--- src/rtl/rx_sync_if.sv ---
// -----------------------------------------------------------------------------
// rx_sync_if
// Bundles the decoded RX symbol path into rx_sync_ctrl and the gated,
// registered symbol path plus status out of it.
//   rx_valid/rx_data/rx_control/rx_err : decoded symbol (producer -> ctrl)
//   rx_dataS/rx_ctrlS/rx_validS        : forwarded symbol (ctrl -> consumer)
//   sync_ok/comma_det/err_cnt/loss_cnt : link status
// master: symbol producer / status observer.  slave: rx_sync_ctrl.
// -----------------------------------------------------------------------------
interface rx_sync_if;
   logic       rx_valid;
   logic [7:0] rx_data;
   logic       rx_control;
   logic       rx_err;
   logic [7:0] rx_dataS;
   logic       rx_ctrlS;
   logic       rx_validS;
   logic       sync_ok;
   logic       comma_det;
   logic [3:0] err_cnt;
   logic [7:0] loss_cnt;

   modport master (
      output rx_valid, rx_data, rx_control, rx_err,
      input  rx_dataS, rx_ctrlS, rx_validS, sync_ok, comma_det, err_cnt, loss_cnt
   );

   modport slave (
      input  rx_valid, rx_data, rx_control, rx_err,
      output rx_dataS, rx_ctrlS, rx_validS, sync_ok, comma_det, err_cnt, loss_cnt
   );
endinterface

--- src/rtl/rx_sync_ctrl.sv ---
// -----------------------------------------------------------------------------
// rx_sync_ctrl
// 8b/10b RX link synchronisation controller. Hunts for K28.5 commas, runs a
// LOS -> ACQ -> SYNC state machine, and forwards decoded bytes downstream only
// while in SYNC. Tracks a leaky error counter and a saturating loss counter.
//
// Ports:
//   clk  - clock, rising edge
//   rst  - asynchronous reset, active low
//   enb  - clock enable; when low all state holds and rx_validS goes 0
//   bus  - rx_sync_if.slave: decoded symbol in, forwarded symbol + status out
//
// Optional build macro: RX_SYNC_COMMA_STRIP_EN
//   When defined, comma symbols received in SYNC are not forwarded.
// -----------------------------------------------------------------------------
module rx_sync_ctrl #(
   parameter logic [7:0] COMMA    = 8'hBC,
   parameter int         N_ACQ    = 3,
   parameter int         N_LOSS   = 4,
   parameter int         GOOD_RUN = 4
) (
   input  logic     clk,
   input  logic     rst,
   input  logic     enb,
   rx_sync_if.slave bus
);

   typedef enum logic [1:0] {
      LOS  = 2'd0,
      ACQ  = 2'd1,
      SYNC = 2'd2
   } state_t;

   localparam logic [3:0] N_ACQ_W    = 4'(N_ACQ);
   localparam logic [3:0] N_LOSS_W   = 4'(N_LOSS);
   localparam logic [3:0] GOOD_RUN_W = 4'(GOOD_RUN);

   state_t     state, state_nxt;
   logic [3:0] comma_cnt, comma_cnt_nxt;
   logic [3:0] good_cnt, good_cnt_nxt;
   logic [3:0] err_cnt_q, err_cnt_nxt;
   logic [7:0] loss_q, loss_nxt;

   logic [7:0] data_q;
   logic       ctrl_q;
   logic       valid_q;
   logic       comma_det_q;

   logic       ev, comma, err, comma_sym, fwd;
   logic [3:0] comma_inc, good_inc, err_inc;

   assign ev        = enb & bus.rx_valid;
   assign comma_sym = bus.rx_control & (bus.rx_data == COMMA);
   // An errored comma is treated purely as an error.
   assign comma     = ev & comma_sym & ~bus.rx_err;
   assign err       = ev & bus.rx_err;

   assign comma_inc = comma_cnt + 4'd1;
   assign good_inc  = good_cnt + 4'd1;
   assign err_inc   = err_cnt_q + 4'd1;

   always_comb begin
      state_nxt     = state;
      comma_cnt_nxt = comma_cnt;
      good_cnt_nxt  = good_cnt;
      err_cnt_nxt   = err_cnt_q;
      loss_nxt      = loss_q;
      case (state)
         LOS: begin
            if (comma) begin
               if (N_ACQ_W == 4'd1) begin
                  state_nxt     = SYNC;
                  comma_cnt_nxt = 4'd0;
                  err_cnt_nxt   = 4'd0;
                  good_cnt_nxt  = 4'd0;
               end else begin
                  state_nxt     = ACQ;
                  comma_cnt_nxt = 4'd1;
               end
            end
         end
         ACQ: begin
            if (err) begin
               state_nxt     = LOS;
               comma_cnt_nxt = 4'd0;
            end else if (comma) begin
               if (comma_inc == N_ACQ_W) begin
                  state_nxt     = SYNC;
                  comma_cnt_nxt = 4'd0;
                  err_cnt_nxt   = 4'd0;
                  good_cnt_nxt  = 4'd0;
               end else begin
                  comma_cnt_nxt = comma_inc;
               end
            end
         end
         SYNC: begin
            if (err) begin
               good_cnt_nxt = 4'd0;
               if (err_inc == N_LOSS_W) begin
                  state_nxt   = LOS;
                  err_cnt_nxt = 4'd0;
                  if (loss_q != 8'hFF) loss_nxt = loss_q + 8'd1;
               end else begin
                  err_cnt_nxt = err_inc;
               end
            end else if (ev) begin
               // Leaky bucket: every GOOD_RUN clean symbols forgive one error.
               if (good_inc == GOOD_RUN_W) begin
                  good_cnt_nxt = 4'd0;
                  if (err_cnt_q != 4'd0) err_cnt_nxt = err_cnt_q - 4'd1;
               end else begin
                  good_cnt_nxt = good_inc;
               end
            end
         end
         default: begin
            state_nxt     = LOS;
            comma_cnt_nxt = 4'd0;
         end
      endcase
   end

   // Forwarding decision uses the pre-edge state, so the acquiring comma is
   // dropped and the symbol carrying the final error still goes out.
`ifdef RX_SYNC_COMMA_STRIP_EN
   assign fwd = bus.rx_valid & (state == SYNC) & ~comma_sym;
`else
   assign fwd = bus.rx_valid & (state == SYNC);
`endif

   // ev already folds in enb, so the FSM naturally holds when enb is low.
   always_ff @(posedge clk or negedge rst) begin
      if (!rst) begin
         state       <= LOS;
         comma_cnt   <= 4'd0;
         good_cnt    <= 4'd0;
         err_cnt_q   <= 4'd0;
         loss_q      <= 8'd0;
         comma_det_q <= 1'b0;
      end else begin
         state       <= state_nxt;
         comma_cnt   <= comma_cnt_nxt;
         good_cnt    <= good_cnt_nxt;
         err_cnt_q   <= err_cnt_nxt;
         loss_q      <= loss_nxt;
         comma_det_q <= comma;
      end
   end

   always_ff @(posedge clk or negedge rst) begin
      if (!rst) begin
         data_q  <= 8'h00;
         ctrl_q  <= 1'b0;
         valid_q <= 1'b0;
      end else if (enb) begin
         data_q  <= bus.rx_data;
         ctrl_q  <= bus.rx_control;
         valid_q <= fwd;
      end else begin
         valid_q <= 1'b0;
      end
   end

   assign bus.rx_dataS  = data_q;
   assign bus.rx_ctrlS  = ctrl_q;
   assign bus.rx_validS = valid_q;
   assign bus.sync_ok   = (state == SYNC);
   assign bus.comma_det = comma_det_q;
   assign bus.err_cnt   = err_cnt_q;
   assign bus.loss_cnt  = loss_q;

endmodule
--- src/flat_wrapper.sv ---
// flat-port wrapper written by rule: the top's interface ports become plain ports
module rx_sync_ctrl_flat 
#(
   parameter logic [7:0] COMMA    = 8'hBC,
   parameter int         N_ACQ    = 3,
   parameter int         N_LOSS   = 4,
   parameter int         GOOD_RUN = 4
)
  (clk, rst, enb, bus_rx_valid, bus_rx_data, bus_rx_control, bus_rx_err, bus_rx_dataS, bus_rx_ctrlS, bus_rx_validS, bus_sync_ok, bus_comma_det, bus_err_cnt, bus_loss_cnt);
  rx_sync_if bus_i ();
  input  logic clk;
  input  logic rst;
  input  logic enb;
  input wire logic [$bits(bus_i.rx_valid)-1:0] bus_rx_valid;
  input wire logic [$bits(bus_i.rx_data)-1:0] bus_rx_data;
  input wire logic [$bits(bus_i.rx_control)-1:0] bus_rx_control;
  input wire logic [$bits(bus_i.rx_err)-1:0] bus_rx_err;
  output wire logic [$bits(bus_i.rx_dataS)-1:0] bus_rx_dataS;
  output wire logic [$bits(bus_i.rx_ctrlS)-1:0] bus_rx_ctrlS;
  output wire logic [$bits(bus_i.rx_validS)-1:0] bus_rx_validS;
  output wire logic [$bits(bus_i.sync_ok)-1:0] bus_sync_ok;
  output wire logic [$bits(bus_i.comma_det)-1:0] bus_comma_det;
  output wire logic [$bits(bus_i.err_cnt)-1:0] bus_err_cnt;
  output wire logic [$bits(bus_i.loss_cnt)-1:0] bus_loss_cnt;
  assign bus_i.rx_valid = bus_rx_valid;
  assign bus_i.rx_data = bus_rx_data;
  assign bus_i.rx_control = bus_rx_control;
  assign bus_i.rx_err = bus_rx_err;
  assign bus_rx_dataS = bus_i.rx_dataS;
  assign bus_rx_ctrlS = bus_i.rx_ctrlS;
  assign bus_rx_validS = bus_i.rx_validS;
  assign bus_sync_ok = bus_i.sync_ok;
  assign bus_comma_det = bus_i.comma_det;
  assign bus_err_cnt = bus_i.err_cnt;
  assign bus_loss_cnt = bus_i.loss_cnt;
  rx_sync_ctrl #(.COMMA(COMMA), .N_ACQ(N_ACQ), .N_LOSS(N_LOSS), .GOOD_RUN(GOOD_RUN)) u_core (.clk(clk), .rst(rst), .enb(enb), .bus(bus_i));
endmodule
--- config.mk ---
export PLATFORM = sky130hd
export DESIGN_NAME = rx_sync_ctrl_flat
export DESIGN_NICKNAME = d
export VERILOG_FILES = /design/src/rtl/rx_sync_if.sv /design/src/rtl/rx_sync_ctrl.sv /design/src/flat_wrapper.sv
export SDC_FILE = /design/constraint.sdc
export NUM_CORES = 1
export LEC_CHECK = 0
export ABC_AREA = 1
export BUFFER_PORTS_ARGS = -buffer_cell sky130_fd_sc_hd__buf_2
export CORE_ASPECT_RATIO = 2
export CORE_MARGIN = 2
export CORE_UTILIZATION = 50
export CTS_CLUSTER_SIZE = 28
export DETAILED_ROUTE_END_ITERATION = 6
export MAX_ROUTING_LAYER = met4
export PLACE_DENSITY = 0.8
export RECOVER_POWER = 100
export SYNTH_ARGS = -nofsm -noshare
export SYNTH_HDL_FRONTEND = slang
export SYNTH_SLANG_ARGS = --single-unit
--- constraint.sdc ---
create_clock -name clk -period 2.45 [get_ports clk]
set_input_delay 0.1225 -clock clk [delete_from_list [all_inputs] [get_ports clk]]
set_output_delay 0.1225 -clock clk [all_outputs]
set_load 0.005 [all_outputs]
==> results of run 1 <==
through the flow:
stage | setup slack, ns | cell area, sq um | hold slack (ns)
after CTS | 0.727 | 2330 | 0.0755
final | 0.624 | 2300 | 0.0857
after global routing | 0.431 | 2300 | 0.0758
after detailed placement | 0.738 | 2200 | 0.225
after floorplan | 1.01 | 1970 | -0.173
after global placement | 0.827 | 2200 | 0.231
synthesized netlist by cell type, types with 2 or more instances:
cell,count,share of area (%)
inv_1,27,5.1
a21oi_1,5,1.3
clkinv_1,2,0.38
nor2_1,25,4.8
nand3_2,3,1.5
buf_4,2,0.76
xor2_1,3,1.3
nand2_1,77,15
nand2_2,4,1.3
mux2_2,6,3.4
o21ai_1,12,3.0
nand3_1,13,3.3
xnor2_1,5,2.2
ha_1,11,7.0
nand4_1,8,2.5
inv_2,3,0.57
or2_2,2,0.63
dfrtp_1,33,42
worst paths after layout:
kind                                         from                endpoint  slack, ns  cells after the start
min in group asynchronous                     rst   u_core.bus.err_cnt[3]       0.42                      2
min                                bus_rx_data[7]  u_core.bus.rx_dataS[7]       0.09                      2
max in group asynchronous                     rst     u_core.comma_cnt[3]       1.56                      2
max                               u_core.state[0]   u_core.bus.err_cnt[3]       0.62                      8
min reg2reg                u_core.bus.rx_dataS[5]  u_core.bus.rx_dataS[5]       0.50                      1
max reg2reg                       u_core.state[0]   u_core.bus.err_cnt[3]       0.62                      8
worst register-to-register path: cells and delay by family (launching register included):
family / cells / cell delay [ns]
compound gates: 1 / 0.25
fa+ha+maj: 1 / 0.28
buf+inv: 1 / 0.07
flops: 1 / 0.37
simple gates: 5 / 0.76
state kept, by name (all words and copies together), names as in the netlist, 2 cells and up:
signal	cells
u_core.comma_cnt	4
u_core.bus.err_cnt	4
u_core.bus.rx_dataS	8
u_core.good_cnt	4
u_core.bus.loss_cnt	8
u_core.state	2
cell families after synthesis:
| family | share of synthesized area (%) |
|---|---|
| buffers and inverters | 7.11 |
| flip-flops | 41.9 |
| AO/OA/AOI/OAI | 6.60 |
| multiplexers | 3.43 |
| XOR/XNOR | 3.56 |
| adder cells (fa/ha/maj) | 6.98 |
| AND/OR/NAND/NOR | 30.4 |
layout by cell type, fill, tap and decap left out, drive strengths merged, types with 2 or more instances in the layout:
cell	n
xor2	3
nand2	81
dfrtp	33
a21oi	5
nand4	8
buf	30
ha	11
mux2	6
o21ai	15
xnor2	5
inv	30
clkbuf	14
nand3	16
clkinv	2
or2	2
nor2	26
metal layers:
layer | wire length, um | vias up
met3 | 132 | 4
met1 | 1520 | 789
met4 | 43 | 0
met2 | 2390 | 36
met5 | 0 | -
li1 | - | 883
power groups by stage:
| stage | registers, W | clock network, W | logic [W] |
|---|---|---|---|
| finish | 0.000728 | 0.000527 | 0.000714 |
| global route | 0.000744 | 0.000570 | 0.000829 |
| CTS | 0.000726 | 0.000543 | 0.000779 |
| detailed placement | 0.000737 | 0 | 0.000768 |
| global placement | 0.000730 | 0 | 0.000757 |
| floorplan | 0.000714 | 0 | 0.000603 |
layout make-up:
class                           instances  area (sq um)
Clock buffer                            7          86.3
Clock inverter                          1          30.0
Fill cell                             370          1510
Inverter                               32           120
Multi-Input combinational cell        182           983
Sequential cell                        33           826
Tap cell                               51          63.8
Timing Repair Buffer                   38           186
==> flow_summary.ini, run 1 <==
[sta]
post-route-min-period_ns = 1.83
hold_viol = 0
grt_setup_unrepaired = no
timing.fmax_ghz = 0.548
finalClockSkew_ns = 0.00566
setup_tns_ns = 0
finalMaxSlewViolations = 0
max_slew_margin_pct = 52.7
period_share_pct = 74.5
worst-slew-pin-transition_ns = 0.709
setup_viol = 0

[drt]
firstDrtPassIters = 4
drt_iter0_drc = 24
ant_nets = 0
detail_route.wl_per_cell_um = 11.9
drt-total-wl_mm = 4.09
drc = 0
vias = 1712
vias_per_cell = 4.98

[cts]
cts_setup_buffers = 0
insertion_delay_ns = 0.29
ctsResizeCount = 0
cts_made_buffers = 5
cts_root_buffer = clkbuf_8
cts.htree.levels = 2
cts-hold-fix-buffers = 1
cts_tree = yes
clock_sinks = 33
clockBufferDepth = 2
clk_pin_slew_ns = 0.07

[critical_path]
critical-path-top-delay-family = simple AND/OR/NAND/NOR gates
path_max_fanout = 7
crit_path_end_kind = flop
cp.buffers_inverters = 1
path_cells = inv_1 -> ha_1 -> a21boi_1 -> nand2_2 -> nor2_1 -> nand2_2 -> nand2_1 -> nand2_1
critPathSlowestCell = nor2_1
critPathLaunchType = flop
cp.required_ns = 2.63
crit_path_max_incr_delay_ns = 0.40
cp.arrival_ns = 2.00
setup.worst_path.class = flop to flop

[logic_synthesis]
synth-edff-count = 0
synth-seq-area-share_pct = 41.9
ys_ff_latch = 33
syn_nets = 275
synthCells = 250
synth_cell_types = 27
synthArstFlopShare_pct = 100
synth-main-ff-cell = dfrtp_1
netlist_area_sq_mm = 0.00197
synth.avg_cell_area_sq_um = 7.88
yosys_warnings = 0

[power_and_ir_drop]
netSwitchingFraction_pct = 37.3
vdd_drop_max_mv = 0.615
total_power_w = 0.00197
p_switching_w = 0.000736
p_int_w = 0.00123
total_leakage_power_nw = 1.21
power_density_mw_per_mm2 = 858
pwr-share-comb_pct = 36.3
power_frac_seq_pct = 37.0
p_clk_share_pct = 26.8

[placement]
portBuffers = 37
place.gp.congestion = 0.822
dp_hpwl_mm = 3.13
dp_cells = 335

[final_layout]
stdcell_count = 344
drive_above_1_share_pct = 18.8
layout.nets = 317
final_core_util_pct = 60.4
antenna_cells = 0
synthToLayoutAreaGrowth_pct = 16.5

[floorplan]
rows = 32
dieHeight_um = 92.8
io_pins = 38
dieArea_sq_mm = 0.00449
start_util_pct = 51.8
design.core.area_sq_mm = 0.00380
die_x_um = 48.4

[global_routing]
antenna_found_initial = 0
grt_pass1_wl_mm = 7.07
grt_usage_pct = 21.3
grt-ovfl-total = 0
grt-busiest-layer = met2
grt_util_met1_pct = 18.6
grt_use_met3_pct = 4.03
met2_usage_pct = 41.6
grt_pass1_vias = 1675
grt_max_degree = 34

[min_path]
min_path_type = primary input to flop

[flow_run]
cap_violations = 0

[status]
status = completed
No activity file was read; power rests on OpenSTA's default activity.
==> run 2: changes to the inputs <==
- PLACE_DENSITY: 0.8 -> 0.83
- clock period: 2.45 -> 1.6 ns (I/O delays scaled with it)
==> flow_summary.ini, run 2 (synthesized netlist as in run 1, its figures left out) <==
[power_and_ir_drop]
total_power_w = 0.00353
p_clk_share_pct = 23.3
p_switching_w = 0.00137
vdd_drop_max_mv = 0.999
pwr-share-comb_pct = 46.0
netSwitchingFraction_pct = 38.8
total_leakage_power_nw = 1.33
power_density_mw_per_mm2 = 1380
power_frac_seq_pct = 30.7
p_int_w = 0.00216

[sta]
post-route-min-period_ns = 1.55
worst-slew-pin-transition_ns = 0.823
setup_viol = 0
timing.fmax_ghz = 0.647
hold_viol = 0
grt_setup_unrepaired = yes
finalClockSkew_ns = 0.00889
setup_tns_ns = 0
period_share_pct = 96.6
finalMaxSlewViolations = 0
max_slew_margin_pct = 45.1

[critical_path]
crit_path_end_kind = flop
path_max_fanout = 5
critPathLaunchType = flop
crit_path_max_incr_delay_ns = 0.41
cp.required_ns = 1.83
cp.buffers_inverters = 1
critical-path-top-delay-family = simple AND/OR/NAND/NOR gates
crit_top_cell = nand2_1
path_cells = ha_2 -> inv_1 -> nand2_2 -> nand2_2 -> nor2_1 -> nand2_1 -> nand2_1 -> nand3_2 -> nor2_1 -> nand2_1 -> nand2_1
critPathSlowestCell = dfrtp_1
setup.worst_path.class = flop to flop
cp.arrival_ns = 1.78

[final_layout]
layout.nets = 339
design_area_sq_mm = 0.00255
multi_input_area_sq_mm = 0.00108
mostFrequentLayoutCells = nand2_1, buf_2, dfrtp_1
final_common_cell = nand2_1
drive_above_1_share_pct = 32.7
regArea_sq_um = 830
antenna_cells = 0
fillCellCount = 334
synthToLayoutAreaGrowth_pct = 29.6

[drt]
detail_route.wl_per_cell_um = 12.8
vias_per_cell = 5.06
firstDrtPassIters = 4
drt_iter0_drc = 37
drt-total-wl_mm = 4.70
ant_nets = 0
drc = 0
vias = 1853

[placement]
portBuffers = 37
dpl_cell_area_sq_mm = 0.00233
place.gp.congestion = 0.804
dp_hpwl_mm = 3.51

[cts]
cts_root_buffer = clkbuf_8
clk_pin_slew_ns = 0.07
cts_made_buffers = 5
clockBufferDepth = 2
insertion_delay_ns = 0.29
clock_sinks = 33
cts_tree = yes
cts.htree.levels = 2

[floorplan]
dieArea_sq_mm = 0.00449
io_pins = 38
die_x_um = 48.4
design.core.area_sq_mm = 0.00380
rows = 32
start_util_pct = 51.8
dieHeight_um = 92.8

[global_routing]
grt_pass1_wl_mm = 7.82
grt_usage_pct = 22.8
grt_pass1_vias = 1814
antenna_found_initial = 0
grt_max_degree = 34
grt-ovfl-total = 0

[flow_run]
cap_violations = 0

[status]
status = completed

[min_path]
min_path_type = primary input to flop
run 2: cell count changes in the layout (fill, tap and decap cells not counted), moves of 4 or more:
cell and delta:
ha_2 +4, o21ai_1 +5, ha_1 -4, nand2_1 -9, buf_4 +18, o21ai_0 -7, inv_2 +4, nand2_2 +7
run 2: final timing paths:
check                                         start                endpoint  slack, ns  cells past startpoint
worst max-delay path            u_core.comma_cnt[0]      u_core.good_cnt[1]       0.05                     11
worst max register to register  u_core.comma_cnt[0]      u_core.good_cnt[1]       0.05                     11
worst min-delay path                 bus_rx_control     u_core.bus.rx_ctrlS       0.04                      2
worst min register to register  u_core.bus.rx_ctrlS     u_core.bus.rx_ctrlS       0.51                      1
min in group asynchronous                       rst  u_core.bus.rx_dataS[2]       0.40                      2
max in group asynchronous                       rst   u_core.bus.err_cnt[1]       0.61                      2
run 2: per-layer routing:
metal | vias up | GRT usage [%] | share of wire [%]
met5 | - | - | 0
met4 | 0 | 12.4 | 2.9
met3 | 14 | 3.71 | 2.7
met2 | 38 | 43.2 | 60
met1 | 883 | 21.3 | 35
li1 | 918 | - | -
run 2: final cells by class:
class                      count  area share (%)
multi-input combinational    182            42.4
sequential                    33            32.5
timing repair buffer          60            13.3
inverter                      32            4.70
clock buffer                   7            3.38
tap                           51            2.50
clock inverter                 1            1.18
run 2: power by group through the flow:
stage / Combinational [W] / Sequential (W) / Clock [W]
2_1_floorplan: 0.000924 / 0.00109 / 0
3_3_place_gp: 0.00130 / 0.00109 / 0
3_5_place_dp: 0.00135 / 0.00110 / 0
4_1_cts: 0.00136 / 0.00109 / 0.000836
5_1_grt: 0.00183 / 0.00110 / 0.000859
6_report: 0.00162 / 0.00108 / 0.000823
run 2: through the flow:
step | setup WS (ns) | cells | hold WS [ns] | util, %
2_1_floorplan | 0.165 | 250 | -0.216 | -
3_3_place_gp | 0.0727 | 352 | 0.179 | 61.2
3_5_place_dp | 0.0160 | 352 | 0.185 | 61.2
4_1_cts | 0.00209 | 361 | 0.0333 | 64.5
5_1_grt | -0.0584 | 366 | 0.0359 | 67.1
6_report | 0.0541 | 366 | 0.0391 | 67.1
run 2: what timing repair did:
action / in CTS / in global routing
hold buffers: 1 / 0
gates resized for setup: 0 / 29
setup endpoints to repair: 0 / 21
hold endpoints to repair: 33 / 0
buffers inserted: 0 / 5
==> run 3: changes to the inputs <==
- CORE_UTILIZATION: 50 -> 40
- PLACE_DENSITY: 0.83 -> 0.7
==> flow_summary.ini, run 3 (synthesized netlist as in run 1, its figures left out) <==
[sta]
period_share_pct = 95.7
finalMaxSlewViolations = 0
hold_viol = 0
finalClockSkew_ns = 0.00616
max_slew_margin_pct = 46.2
worst-slew-pin-transition_ns = 0.807
setup_viol = 0
post-route-min-period_ns = 1.53
timing.fmax_ghz = 0.653

[cts]
clockBufferDepth = 2
cts_tree = yes
cts_made_buffers = 5
cts_root_buffer = clkbuf_8
clock_sinks = 33
insertion_delay_ns = 0.28
clk_pin_slew_ns = 0.07
cts.htree.levels = 2

[global_routing]
grt_pass1_vias = 1746
grt_max_degree = 34
grt_pass1_wl_mm = 7.27
antenna_found_initial = 0
grt-ovfl-total = 0
grt_usage_pct = 18.5

[drt]
vias = 1774
drt_iter0_drc = 23
detail_route.wl_per_cell_um = 11.6
drc = 0
vias_per_cell = 4.79
drt-total-wl_mm = 4.29
ant_nets = 0
firstDrtPassIters = 4

[min_path]
hp-start = bus_rx_control
min_path_type = primary input to flop

[floorplan]
die_x_um = 53.6
io_pins = 38
rows = 36
design.core.area_sq_mm = 0.00482
dieHeight_um = 103
start_util_pct = 40.9
dieArea_sq_mm = 0.00554

[placement]
portBuffers = 37
dpl_cell_area_sq_mm = 0.00235
place.gp.congestion = 0.788
dp_hpwl_mm = 3.37

[final_layout]
mostFrequentLayoutCells = nand2_1, buf_2, dfrtp_1
synthToLayoutAreaGrowth_pct = 28.6
regArea_sq_um = 828
antenna_cells = 0
drive_above_1_share_pct = 31.9
final_common_cell = nand2_1
multi_input_area_sq_mm = 0.00109
fillCellCount = 462
design_area_sq_mm = 0.00253
layout.nets = 337

[critical_path]
timing.rr.start = u_core.good_cnt[1]
cp.arrival_ns = 1.75
cp.required_ns = 1.82
path_max_fanout = 4
startpoint = u_core.good_cnt[1]
crit_path_end_kind = flop
setup.worst_path.class = flop to flop
critPathLaunchType = flop

[power_and_ir_drop]
vdd_drop_max_mv = 0.718
total_power_w = 0.00333
power_density_mw_per_mm2 = 1310
total_leakage_power_nw = 1.31

[status]
status = completed

[flow_run]
cap_violations = 0
-- run 3: path summary, 6_finish.rpt --
kind	endpoint	slack, ns	depth (start not counted)
max	u_core.bus.err_cnt[2]	0.07	9
min	u_core.bus.rx_ctrlS	0.04	2
max reg2reg	u_core.bus.err_cnt[2]	0.07	9
min reg2reg	u_core.bus.rx_dataS[4]	0.51	1
max in group asynchronous	u_core.good_cnt[1]	0.61	2
min in group asynchronous	u_core.bus.rx_ctrlS	0.41	2
-- run 3: where the power goes --
part           internal, W  switching [W]  total [W]
combinational     0.000661       0.000921    0.00158
sequential        0.000964       0.000103    0.00107
clock             0.000388       0.000294   0.000683
total              0.00201        0.00132    0.00333
-- run 3: metrics by stage --
stage / setup TNS [ns] / hold slack (ns) / util (%) / instances / worst slack, ns
2_1_floorplan: 0 / -0.216 / - / 250 / 0.165
3_3_place_gp: 0 / 0.189 / 48.8 / 360 / 0.0259
3_5_place_dp: 0 / 0.190 / 48.8 / 360 / 0.0114
4_1_cts: 0 / 0.0355 / 51.1 / 369 / 0.0168
5_1_grt: -0.0379 / 0.0396 / 52.6 / 370 / -0.0159
6_report: 0 / 0.0427 / 52.6 / 370 / 0.0685
-- run 3: layer usage --
metal | GRT usage, % | wire, um | vias to the layer above
met4 | 8.68 | 92 | 0
li1 | - | - | 914
met1 | 17.2 | 1520 | 831
met2 | 34.8 | 2570 | 23
met5 | - | 0 | -
met3 | 3.16 | 112 | 6
-- run 3: worst max-delay path, stage by stage, from the launching register on --
cell and delay (ns):
dfrtp_2 0.42, ha_1 0.20, nand2_1 0.07, nand2_2 0.07
nor2_2 0.12, nand2_2 0.08, o21ai_4 0.20, buf_6 0.13
nand3_1 0.10, nand2_1 0.08
-- run 3: area by class of cell --
class	count	area share, %
Multi-Input combinational cell	182	43.1
Sequential cell	33	32.7
Timing Repair Buffer	58	12.6
Inverter	32	4.74
Clock buffer	7	3.80
Tap cell	57	2.81
Clock inverter	1	0.197
-- run 3: repair_timing --
action	CTS	global route
hold buffers	1	0
hold endpoints to repair	33	0
pin swaps	0	13
setup buffers	0	2
gates cloned	0	0
gates resized for setup	1	30
endpoints found under the setup margin	2	18
